`config.mk`:
```
export PLATFORM = sky130hd
export DESIGN_NAME = pulse_channel_generator
export DESIGN_NICKNAME = d
export VERILOG_FILES = /design/src/rtl/pulse_channel_generator_pkg.sv /design/src/rtl/pulse_channel_generator_envelope.sv /design/src/rtl/pulse_channel_generator.sv
export SDC_FILE = /design/constraint.sdc
export NUM_CORES = 1
export LEC_CHECK = 0
export ABC_AREA = 1
export CAP_MARGIN = 5
export CORE_MARGIN = 2
export CORE_UTILIZATION = 40
export CTS_BUF_LIST = sky130_fd_sc_hd__clkbuf_4 sky130_fd_sc_hd__clkbuf_8
export CTS_CLUSTER_SIZE = 40
export DETAILED_ROUTE_END_ITERATION = 16
export PLACE_DENSITY_LB_ADDON = 0.12
export SLEW_MARGIN = 15
export SYNTH_ARGS = -nofsm -noshare
export SYNTH_HDL_FRONTEND = slang
export SYNTH_SLANG_ARGS = --single-unit
```
`constraint.sdc`:
```
create_clock -name I_CLK_33MHZ -period 6.12 [get_ports I_CLK_33MHZ]
set_input_delay 1.836 -clock I_CLK_33MHZ [delete_from_list [all_inputs] [get_ports I_CLK_33MHZ]]
set_output_delay 1.836 -clock I_CLK_33MHZ [all_outputs]
set_load 0.02 [all_outputs]
```
`src/rtl/pulse_channel_generator_pkg.sv`:
```
// Shared tables and helpers for the GB-style sound channels: duty patterns,
// frame-sequencer step masks, DAC enable and sweep arithmetic.
package pulse_channel_generator_pkg;

    // Bit n set = that clock is issued when frame_step == n.
    localparam logic [7:0] LEN_STEP_MASK   = 8'b0101_0101;
    localparam logic [7:0] SWEEP_STEP_MASK = 8'b0100_0100;
    localparam logic [7:0] ENV_STEP_MASK   = 8'b1000_0000;

    typedef enum logic [1:0] {
        DUTY_12 = 2'b00,
        DUTY_25 = 2'b01,
        DUTY_50 = 2'b10,
        DUTY_75 = 2'b11
    } duty_e;

    typedef struct packed {
        logic        kill;
        logic        wr;
        logic [10:0] val;
    } sweep_res_t;

    function automatic logic [7:0] duty_pattern(input logic [1:0] duty);
        logic [7:0] pat;
        case (duty_e'(duty))
            DUTY_12: pat = 8'b0000_0001;
            DUTY_25: pat = 8'b1000_0001;
            DUTY_50: pat = 8'b1000_0111;
            default: pat = 8'b0111_1110;
        endcase
        return pat;
    endfunction

    function automatic logic dac_on(input logic [3:0] vol, input logic dir);
        return (vol != 4'd0) || dir;
    endfunction

    // Bit 11 of the result flags overflow past 2047; subtract cannot go negative.
    function automatic logic [11:0] sweep_calc(input logic [10:0] f, input logic [2:0] sh,
                                               input logic sub);
        logic [11:0] d;
        d = {1'b0, f >> sh};
        return sub ? ({1'b0, f} - d) : ({1'b0, f} + d);
    endfunction

endpackage

```
`src/rtl/pulse_channel_generator_envelope.sv`:
```
// Volume envelope: loads on trigger, steps volume by one on each timer expiry,
// saturating at 0/15. Shared with the noise channel.
module sound_envelope_unit (
    input  logic       clk_i,
    input  logic       rst_ni,
    input  logic       load_i,
    input  logic       clk_en_i,
    input  logic [3:0] init_vol_i,
    input  logic       dir_i,
    input  logic [2:0] period_i,
    output logic [3:0] volume_o
);

    logic [3:0] vol_q, vol_d;
    logic [2:0] timer_q, timer_d;

    always_comb begin
        vol_d   = vol_q;
        timer_d = timer_q;
        if (load_i) begin
            vol_d   = init_vol_i;
            timer_d = period_i;
        end else if (clk_en_i && (period_i != 3'd0)) begin
            if (timer_q <= 3'd1) begin
                timer_d = period_i;
                if (dir_i && (vol_q != 4'hF))
                    vol_d = vol_q + 4'd1;
                else if (!dir_i && (vol_q != 4'h0))
                    vol_d = vol_q - 4'd1;
            end else begin
                timer_d = timer_q - 3'd1;
            end
        end
    end

    always_ff @(posedge clk_i) begin
        if (!rst_ni) begin
            vol_q   <= '0;
            timer_q <= '0;
        end else begin
            vol_q   <= vol_d;
            timer_q <= timer_d;
        end
    end

    assign volume_o = vol_q;

endmodule

```
`src/rtl/pulse_channel_generator.sv`:
```
// Pulse (square) sound channel: duty sequencer, length counter, envelope and
// optional frequency sweep, all paced by enable strobes in one clock domain.
module pulse_channel_generator
    import pulse_channel_generator_pkg::*;
#(
    parameter int SAMPLE_W  = 20,
    parameter int VOL_SHIFT = 3,
    parameter int SWEEP_EN  = 1
) (
    input  logic                I_CLK_33MHZ,
    input  logic                I_RESET_N,
    input  logic                I_TICK,
    input  logic                I_FRAME_TICK,
    input  logic                I_STROBE,
    input  logic                I_TRIGGER,
    input  logic [10:0]         I_FREQUENCY,
    input  logic [1:0]          I_DUTY_CYCLE,
    input  logic [3:0]          I_VOLUME,
    input  logic                I_ENV_DIR,
    input  logic [2:0]          I_ENV_PERIOD,
    input  logic [5:0]          I_LENGTH,
    input  logic                I_LENGTH_EN,
    input  logic [2:0]          I_SWEEP_PERIOD,
    input  logic                I_SWEEP_DIR,
    input  logic [2:0]          I_SWEEP_SHIFT,
    output logic [SAMPLE_W-1:0] O_SAMPLE,
    output logic                O_ACTIVE,
    output logic [10:0]         O_FREQUENCY
);

    localparam int AMP_STEP = ((1 << (SAMPLE_W - 1)) - 1) / 15;

    logic                active_q, active_d;
    logic [10:0]         shadow_q, shadow_d;
    logic [11:0]         ftimer_q, ftimer_d;
    logic [2:0]          duty_pos_q, duty_pos_d;
    logic [2:0]          frame_step_q, frame_step_d;
    logic [6:0]          length_q, length_d;
    logic [SAMPLE_W-1:0] sample_q, sample_d;

    logic       dac;
    logic       step_hit, len_clk, sweep_clk, env_clk;
    logic       len_kill;
    logic [3:0] volume;
    logic [7:0] duty_pat;
    logic [SAMPLE_W-1:0] amp;
    sweep_res_t sw_res;
    logic       trig_ovf;

    assign dac      = dac_on(I_VOLUME, I_ENV_DIR);
    assign O_ACTIVE = active_q & dac;

    // A trigger swallows the sequencer clock of its cycle, but the step still advances.
    assign step_hit  = I_FRAME_TICK & ~I_TRIGGER;
    assign len_clk   = step_hit & LEN_STEP_MASK[frame_step_q];
    assign sweep_clk = step_hit & SWEEP_STEP_MASK[frame_step_q];
    assign env_clk   = step_hit & ENV_STEP_MASK[frame_step_q];

    assign frame_step_d = I_FRAME_TICK ? frame_step_q + 3'd1 : frame_step_q;

    always_comb begin
        ftimer_d   = ftimer_q;
        duty_pos_d = duty_pos_q;
        if (I_TRIGGER) begin
            ftimer_d = 12'd2048 - {1'b0, I_FREQUENCY};
        end else if (I_TICK) begin
            if (ftimer_q <= 12'd1) begin
                ftimer_d   = 12'd2048 - {1'b0, shadow_q};
                duty_pos_d = duty_pos_q + 3'd1;
            end else begin
                ftimer_d = ftimer_q - 12'd1;
            end
        end
    end

    always_comb begin
        length_d = length_q;
        len_kill = 1'b0;
        if (I_TRIGGER) begin
            if (length_q == 7'd0)
                length_d = 7'd64 - {1'b0, I_LENGTH};
        end else if (len_clk && I_LENGTH_EN && (length_q != 7'd0)) begin
            length_d = length_q - 7'd1;
            len_kill = (length_q == 7'd1);
        end
    end

    generate
        if (SWEEP_EN != 0) begin : g_sweep
            logic [3:0]  stimer_q, stimer_d;
            logic        son_q, son_d;
            logic [3:0]  reload;
            logic [11:0] nf, nf2, tf;

            assign reload   = (I_SWEEP_PERIOD == 3'd0) ? 4'd8 : {1'b0, I_SWEEP_PERIOD};
            assign nf       = sweep_calc(shadow_q, I_SWEEP_SHIFT, I_SWEEP_DIR);
            assign nf2      = sweep_calc(nf[10:0], I_SWEEP_SHIFT, I_SWEEP_DIR);
            assign tf       = sweep_calc(I_FREQUENCY, I_SWEEP_SHIFT, I_SWEEP_DIR);
            assign trig_ovf = (I_SWEEP_SHIFT != 3'd0) && tf[11];

            always_comb begin
                stimer_d = stimer_q;
                son_d    = son_q;
                sw_res   = '0;
                if (I_TRIGGER) begin
                    stimer_d = reload;
                    son_d    = (I_SWEEP_PERIOD != 3'd0) || (I_SWEEP_SHIFT != 3'd0);
                end else if (sweep_clk) begin
                    if (stimer_q <= 4'd1) begin
                        stimer_d = reload;
                        if (son_q && (I_SWEEP_PERIOD != 3'd0)) begin
                            if (nf[11]) begin
                                sw_res.kill = 1'b1;
                            end else if (I_SWEEP_SHIFT != 3'd0) begin
                                // Store the first result, then only probe the next one.
                                sw_res.wr   = 1'b1;
                                sw_res.val  = nf[10:0];
                                sw_res.kill = nf2[11];
                            end
                        end
                    end else begin
                        stimer_d = stimer_q - 4'd1;
                    end
                end
            end

            always_ff @(posedge I_CLK_33MHZ) begin
                if (!I_RESET_N) begin
                    stimer_q <= '0;
                    son_q    <= 1'b0;
                end else begin
                    stimer_q <= stimer_d;
                    son_q    <= son_d;
                end
            end
        end else begin : g_no_sweep
            assign sw_res   = '0;
            assign trig_ovf = 1'b0;
        end
    endgenerate

    always_comb begin
        shadow_d = shadow_q;
        active_d = active_q;
        if (I_TRIGGER) begin
            shadow_d = I_FREQUENCY;
            active_d = dac & ~trig_ovf;
        end else begin
            if (sw_res.wr)
                shadow_d = sw_res.val;
            if (len_kill || sw_res.kill)
                active_d = 1'b0;
        end
        if (!dac)
            active_d = 1'b0;
    end

    sound_envelope_unit u_env (
        .clk_i      (I_CLK_33MHZ),
        .rst_ni     (I_RESET_N),
        .load_i     (I_TRIGGER),
        .clk_en_i   (env_clk),
        .init_vol_i (I_VOLUME),
        .dir_i      (I_ENV_DIR),
        .period_i   (I_ENV_PERIOD),
        .volume_o   (volume)
    );

    assign duty_pat = duty_pattern(I_DUTY_CYCLE);
    assign amp      = SAMPLE_W'((32'(volume) * AMP_STEP) >> VOL_SHIFT);

    always_comb begin
        sample_d = sample_q;
        if (I_STROBE)
            sample_d = !O_ACTIVE ? '0 : (duty_pat[duty_pos_q] ? amp : -amp);
    end

    always_ff @(posedge I_CLK_33MHZ) begin
        if (!I_RESET_N) begin
            active_q     <= 1'b0;
            shadow_q     <= '0;
            ftimer_q     <= '0;
            duty_pos_q   <= '0;
            frame_step_q <= '0;
            length_q     <= '0;
            sample_q     <= '0;
        end else begin
            active_q     <= active_d;
            shadow_q     <= shadow_d;
            ftimer_q     <= ftimer_d;
            duty_pos_q   <= duty_pos_d;
            frame_step_q <= frame_step_d;
            length_q     <= length_d;
            sample_q     <= sample_d;
        end
    end

    assign O_SAMPLE    = sample_q;
    assign O_FREQUENCY = shadow_q;

endmodule

```
After elaboration in Yosys (flattened, before gate mapping)
Memory sizes are Yosys's and may differ from the RTL's. A register that Yosys moved wholly into a read port is not among the register bits.
Index checks and enable logic that the tools add are counted.

operators by class
  bitwise operators = 8
  eq/ne operators = 5
  reductions and logical operators = 32
  shifts and indexed selects = 3
  multipliers = 1
  add/sub/neg operators = 18
  magnitude comparators = 5
  mux-type cells = 48

operators by type and width
  cell                      count
  $mux W12                  7
  $mux W13                  5
  $mux W20                  2
  $add A11 B11 Y12          3
  $mux W4                   9
  $sub A11 B11 Y12          3
  $shr A11 B3 Y11           3
  $mux W3                   9
  $pmux W8 S3               1
  $sub A12 B11 Y12 const A  2
  $mux W11                  2
  $mux W7                   3
  $neg A17 Y20              1
  $mul A4 B13 Y17 const B   1
  $reduce_bool A2 Y1        7
  $le A12 B1 Y1 const B     1
  $reduce_bool A3 Y1        4
  $sub A12 B1 Y12 const B   1
  $mux W1                   9
  $lt A3 B4 Y1 const B      2
  $reduce_bool A4 Y1        2
  $sub A4 B1 Y4 const B     2
  $eq A7 B1 Y1 const B      1
  $logic_and A1 B1 Y1       7
  other kinds (22)          33

word-level totals
  memories = 3
  bits of input ports = 41
  bits in read-only memories = 24
  bits in registers = 69

memories
  memory            depth  width  rd ports  clocked after memory_dff  wr ports  line                           RTL
  (name not given)  8      1      1         1                         0         pulse_channel_generator.sv:57  assign env_clk = step_hit & ENV_STEP_MASK[frame_step_q];
  (name not given)  8      1      1         1                         0         pulse_channel_generator.sv:56  assign sweep_clk = step_hit & SWEEP_STEP_MASK[frame_step_q];
  (name not given)  8      1      1         1                         0         pulse_channel_generator.sv:55  assign len_clk = step_hit & LEN_STEP_MASK[frame_step_q];

Longest topological paths before layout
Gate-level depths: netlist of the first run.

  depth in word-level cells = 15
  gate-level depth with buffers = 49
  depth with buffers taken out = 48

Cells and area by module
From an unflattened synthesis of the first run, not the netlist that was laid out.

unflattened totals
  cells, all modules = 1150
  area, all modules = 7215.7 µm²

modules (own cells, without submodules)
  module                   times used  cells each  area each (µm²)  sequential area each (µm²)
  pulse_channel_generator  1           1062        6590.1           1121.1
  sound_envelope_unit      1           88          625.6            140.1

Worst setup path after synthesis of the first run
OpenSTA, ideal clock, no wires.

  path kind = input to register
  start = in I_SWEEP_SHIFT[0]
  end = reg active_q
  setup slack = -0.331 ns
  required time = 6.003 ns
  arrival time = 6.334 ns
  stages = 45
  buffers on the path = 2
  setup time = 0.117 ns
  cells stage by stage = buf_6 buf_8 nand2_2 o21ai_2 o21ai_2 inv_1 o21ai_2 ha_1 or2_2 o21ai_0 inv_1 fa_1 inv_1 nand2_1 nand3_2 nand3_1 nand2_1 nand2_1 (+9 left out) xor2_1 ha_1 inv_1 nor3_1 a211oi_1 nand2_1 nand2_1 nand2_1 nand2_1 nand3_1 nand2_1 nand2_1 nand2_1 nand3_1 nand2_1 nand2_1 nand2_1 a21oi_2

on the way
  longest elaborated chain between the ends = 14
  elaborated cells between the ends (all ways) = 25
  those cells by class = add/sub (6); shift (3); mux (10); bitwise (2); reduce/logical (4)

RTL lines
  what                                                         line                               RTL
  from (decl)                                                  pulse_channel_generator.sv:25      input logic [2:0] I_SWEEP_SHIFT,
  $shr A11 B3 Y11                                              pulse_channel_generator_pkg.sv:42  d = {1'b0, f >> sh};
  $add A11 B11 Y12 / $sub A11 B11 Y12 (equally long branches)  pulse_channel_generator_pkg.sv:43  return sub ? ({1'b0, f} - d) : ({1'b0, f} + d);
  $mux W12                                                     pulse_channel_generator_pkg.sv:43
  $shr A11 B3 Y11                                              pulse_channel_generator_pkg.sv:42
  $add A11 B11 Y12 / $sub A11 B11 Y12 (equally long branches)  pulse_channel_generator_pkg.sv:43
  $mux W12                                                     pulse_channel_generator_pkg.sv:43
  $mux W13                                                     pulse_channel_generator.sv:114     end else if (I_SWEEP_SHIFT != 3'd0) begin
  $mux W1                                                      pulse_channel_generator.sv:112     if (nf[11]) begin
  $mux W13                                                     pulse_channel_generator.sv:111     if (son_q && (I_SWEEP_PERIOD != 3'd0)) begin
  $mux W13                                                     pulse_channel_generator.sv:109     if (stimer_q <= 4'd1) begin
  $mux W13                                                     pulse_channel_generator.sv:108     end else if (sweep_clk) begin
  $mux W13                                                     pulse_channel_generator.sv:105     if (I_TRIGGER) begin
  $logic_or A1 B1 Y1                                           pulse_channel_generator.sv:151     if (len_kill || sw_res.kill)
  $reduce_bool A2 Y1 (no source line)                          n/a
  to (signal assigned)                                         pulse_channel_generator.sv:188     active_q <= active_d;
  to (decl)                                                    pulse_channel_generator.sv:33      logic active_q, active_d;

Several ways; a longest one is shown, not always the timed one.
A chain may end at the register's enable or synchronous reset.

Worst setup path in the final report of the first run
Same ends and word-level chain as after synthesis.

==> results of run 1 <==
sequential cells by signal (all words and copies together) (netlist names), 4 cells and up, named ones only:
signal and cells:
u_env.volume_o 4, O_SAMPLE 11, g_sweep.stimer_q 4, ftimer_q 12
O_FREQUENCY 11, length_q 7
Yosys cell counts, drive strengths merged (2+ instances only):
master / count / share of area (%)
a221oi: 7 / 0.87
o22ai: 12 / 1.1
a31oi: 21 / 1.9
mux2i: 3 / 0.60
o21bai: 2 / 0.21
fa: 2 / 0.57
clkbuf: 19 / 1.0
a211oi: 6 / 0.64
inv: 170 / 9.1
nand3: 81 / 6.9
o31ai: 2 / 0.41
buf: 24 / 2.4
o311ai: 5 / 0.62
xor2: 33 / 4.2
nor2: 109 / 6.2
nand4: 8 / 0.80
a21oi: 63 / 4.8
xnor2: 13 / 1.7
o211ai: 17 / 1.9
nand2: 268 / 15
o21ai: 99 / 7.7
clkinv: 3 / 0.16
dfxtp: 63 / 18
nor3: 22 / 1.6
nor4: 5 / 0.44
ha: 51 / 9.0
nand3b: 5 / 0.59
o2111ai: 2 / 0.25
report_power, final:
group	switching [mW]	internal [mW]	total, mW
Clock	0.177	0.216	0.393
Combinational	0.650	0.501	1.15
Sequential	0.0414	0.452	0.494
Total	0.868	1.17	2.04
area by class of cell:
| class | count | area, sq um |
|---|---|---|
| clock buffer | 12 | 159 |
| timing repair inverter | 2 | 15.0 |
| timing repair buffer | 196 | 1730 |
| fill | 1820 | 7930 |
| tap | 225 | 282 |
| sequential | 63 | 1260 |
| inverter | 173 | 664 |
| multi-input combinational | 847 | 5200 |
| clock inverter | 4 | 53.8 |
worst reg2reg max path: cells and delay by family, from the launching register on:
kind | cells | cell delay [ns]
simple gates | 28 | 2.15
buf+inv | 5 | 0.70
flops | 1 | 0.56
mux | 1 | 0.06
xor+xnor | 2 | 0.31
compound gates | 5 | 0.79
fa+ha+maj | 2 | 0.68
through the flow:
stage	TNS [ns]	setup WS [ns]	cells	instance area [sq um]	utilization [%]
6_report	-0.225	-0.225	1522	9360	54.1
5_1_grt	-0.542	-0.542	1522	9360	54.1
4_1_cts	-0.145	-0.145	1512	9040	52.3
3_5_place_dp	-0.853	-0.853	1491	8730	50.4
3_3_place_gp	-0.813	-0.813	1491	8730	50.4
2_1_floorplan	-0.140	-0.140	1126	7110	-
routing by layer:
metal | share of wire [%] | up-vias
met2 | 50 | 129
met3 | 2.9 | 32
met5 | 0 | -
met4 | 2.4 | 0
li1 | - | 4047
met1 | 44 | 3564
worst max-delay path by stage:
| stage | start | to | cells after the start |
|---|---|---|---|
| 2_1_floorplan | I_SWEEP_SHIFT[0] | active_q | 45 |
| 3_3_place_gp | I_SWEEP_SHIFT[1] | active_q | 45 |
| 3_5_place_dp | I_SWEEP_SHIFT[1] | active_q | 45 |
| 4_1_cts | I_SWEEP_SHIFT[0] | active_q | 48 |
| 5_1_grt | I_SWEEP_SHIFT[0] | active_q | 49 |
| 6_report | I_SWEEP_SHIFT[0] | active_q | 48 |
what timing repair did:
item,4_1_cts,5_1_grt
hold endpoints to repair,0,0
gates cloned,2,2
gates resized for setup,26,61
buffers inserted,3,8
pin swaps,13,55
setup endpoints to repair,1,1
cells in the final DEF, fill, tap and decap left out, drive strengths merged, types with 4 or more instances in the layout:
| cell | count |
|---|---|
| o211ai | 17 |
| a211oi | 6 |
| xor2 | 33 |
| o21ai | 99 |
| dfxtp | 63 |
| o22ai | 12 |
| buf | 125 |
| clkbuf | 14 |
| clkinv | 4 |
| clkinvlp | 4 |
| inv | 170 |
| ha | 51 |
| nand4 | 8 |
| nand2 | 268 |
| clkdlybuf4s50 | 69 |
| nand3b | 5 |
| a31oi | 21 |
| a21oi | 63 |
| nor2 | 109 |
| nor4 | 5 |
| o311ai | 5 |
| xnor2 | 13 |
| nor3 | 22 |
| a221oi | 7 |
| nand3 | 81 |
cells by family after synthesis:
kind of cell | count (synthesis) | synth area share (%)
adder cells (fa/ha/maj) | 53 | 9.61
XOR/XNOR | 46 | 5.92
multiplexers | 3 | 0.603
AO/OA/AOI/OAI | 243 | 21.1
buffers and inverters | 216 | 12.6
AND/OR/NAND/NOR | 502 | 32.3
flip-flops | 63 | 17.9
==> impl_metrics.tcl, run 1 <==
set metrics [dict create \
    row_count 48 \
    cp_top_family "simple AND/OR/NAND/NOR gates" \
    die_y_microns 137 \
    endpoint_kind "register" \
    ys_types 61 \
    synth_top_flop_cell "dfxtp_1" \
    rsz0062_at_grt "yes" \
    ys_seq_elements 63 \
    met3_usage_pct 2.59 \
    met1_usage_pct 29.5 \
    path_clk_slew_ns 0.06 \
    min_from "O_SAMPLE[0]" \
    via_per_inst 5.11 \
    startpoint_type "input port" \
    p_total_mw 2.04 \
    num_antenna_cells 0 \
    holdPathEnd "O_SAMPLE[0]" \
    design.core.area_sq_um 17300 \
    worst_clock_skew_ns 0.0136 \
    yosysWarnings 0 \
    drc 0 \
    dr_total_vias 7772 \
    grt.total_usage_pct 23.9 \
    whs_ns 0.464 \
    setup_viol 1 \
    synth_fp_nets 1220 \
    cp.arrival_ns 6.58 \
    initial_core_util_pct 40.8 \
    nets 1386 \
    critPathBufInv 7 \
    avgSynthCellArea_sq_um 6.27 \
    seq_area_frac_synth_pct 17.9 \
    async_flop_share_pct 0 \
    cts-root-buf "clkbuf_8" \
    area_growth_pct 32.7 \
    cpMostUsedCell "nand2_1" \
    maxCapViolCount 0 \
    netlist_instances 1126 \
    slew_violations 0 \
    path_class "in -> reg" \
    status "finished with violations" \
    cts_buffer_depth 2 \
    cts.hold.buffers_added 0 \
    drive_gt1_share_pct 22.5 \
    period_minus_slack_ns 6.34 \
    required_ns 6.35 \
    rr_worst_depth 43 \
    finalHoldViolCount 0 \
    crit_path_max_fanout 5 \
    r2r-start "O_FREQUENCY[7]" \
    worstMarginPinSlew_ns 1.11 \
    powerDensity_nw_per_um2 218 \
    ir_drop_mv 0.109 \
    hold_path.class "reg -> reg" \
    grt_pass1_vias 7131 \
    holdPathStages 2 \
    drtPass1Iterations 5 \
    overflow 0 \
    synthesis.area_sq_um 7060 \
    dp_hpwl_mm 17.5 \
    grt_max_degree 37 \
    failed_checks "setup timing" \
    globalplace.congestion 0.901 \
    r2r_slack_ns 0.76 \
    drt-total-wl_mm 22.4 \
    max_freq_mhz 158 \
    portBuffers 72 \
    io_pins 73 \
    wl_per_cell_microns 14.7 \
    ant_nets 0 \
    worst_slack_ns -0.225 \
    grt_busiest_layer "met2" \
    reg2reg_to "active_q" \
    use_met2_pct 43.3 \
    die_w_microns 137 \
    cts-buffers-inserted 9 \
    cpMaxStageDelayCell "ha_1" \
    htree_levels 3 \
    grt_pass1_wl_mm 35.3 \
    synth-edff-count 0 \
    p_leak_nw 4.42 \
    critPathMaxStageDelay_ns 0.35 \
    slew_headroom_pct 25.8 \
    die_area_sq_um 18700 \
    cts_sinks 63 \
    antenna_found_initial 0 \
    finalCritPeriodShare_pct 104 \
    drt_iter0_markers 369 \
    worstSkewPairLatency_ns 0.35 \
    tritoncts "done" \
]
Note: power is estimated with default switching activity, not from simulation.
==> run 2: changes to the inputs <==
CAP_MARGIN = default   (was 5)
SLEW_MARGIN = default   (was 15)
==> results of run 2 <==
The final DEF is identical to that of run 1; final timing and power are the same.
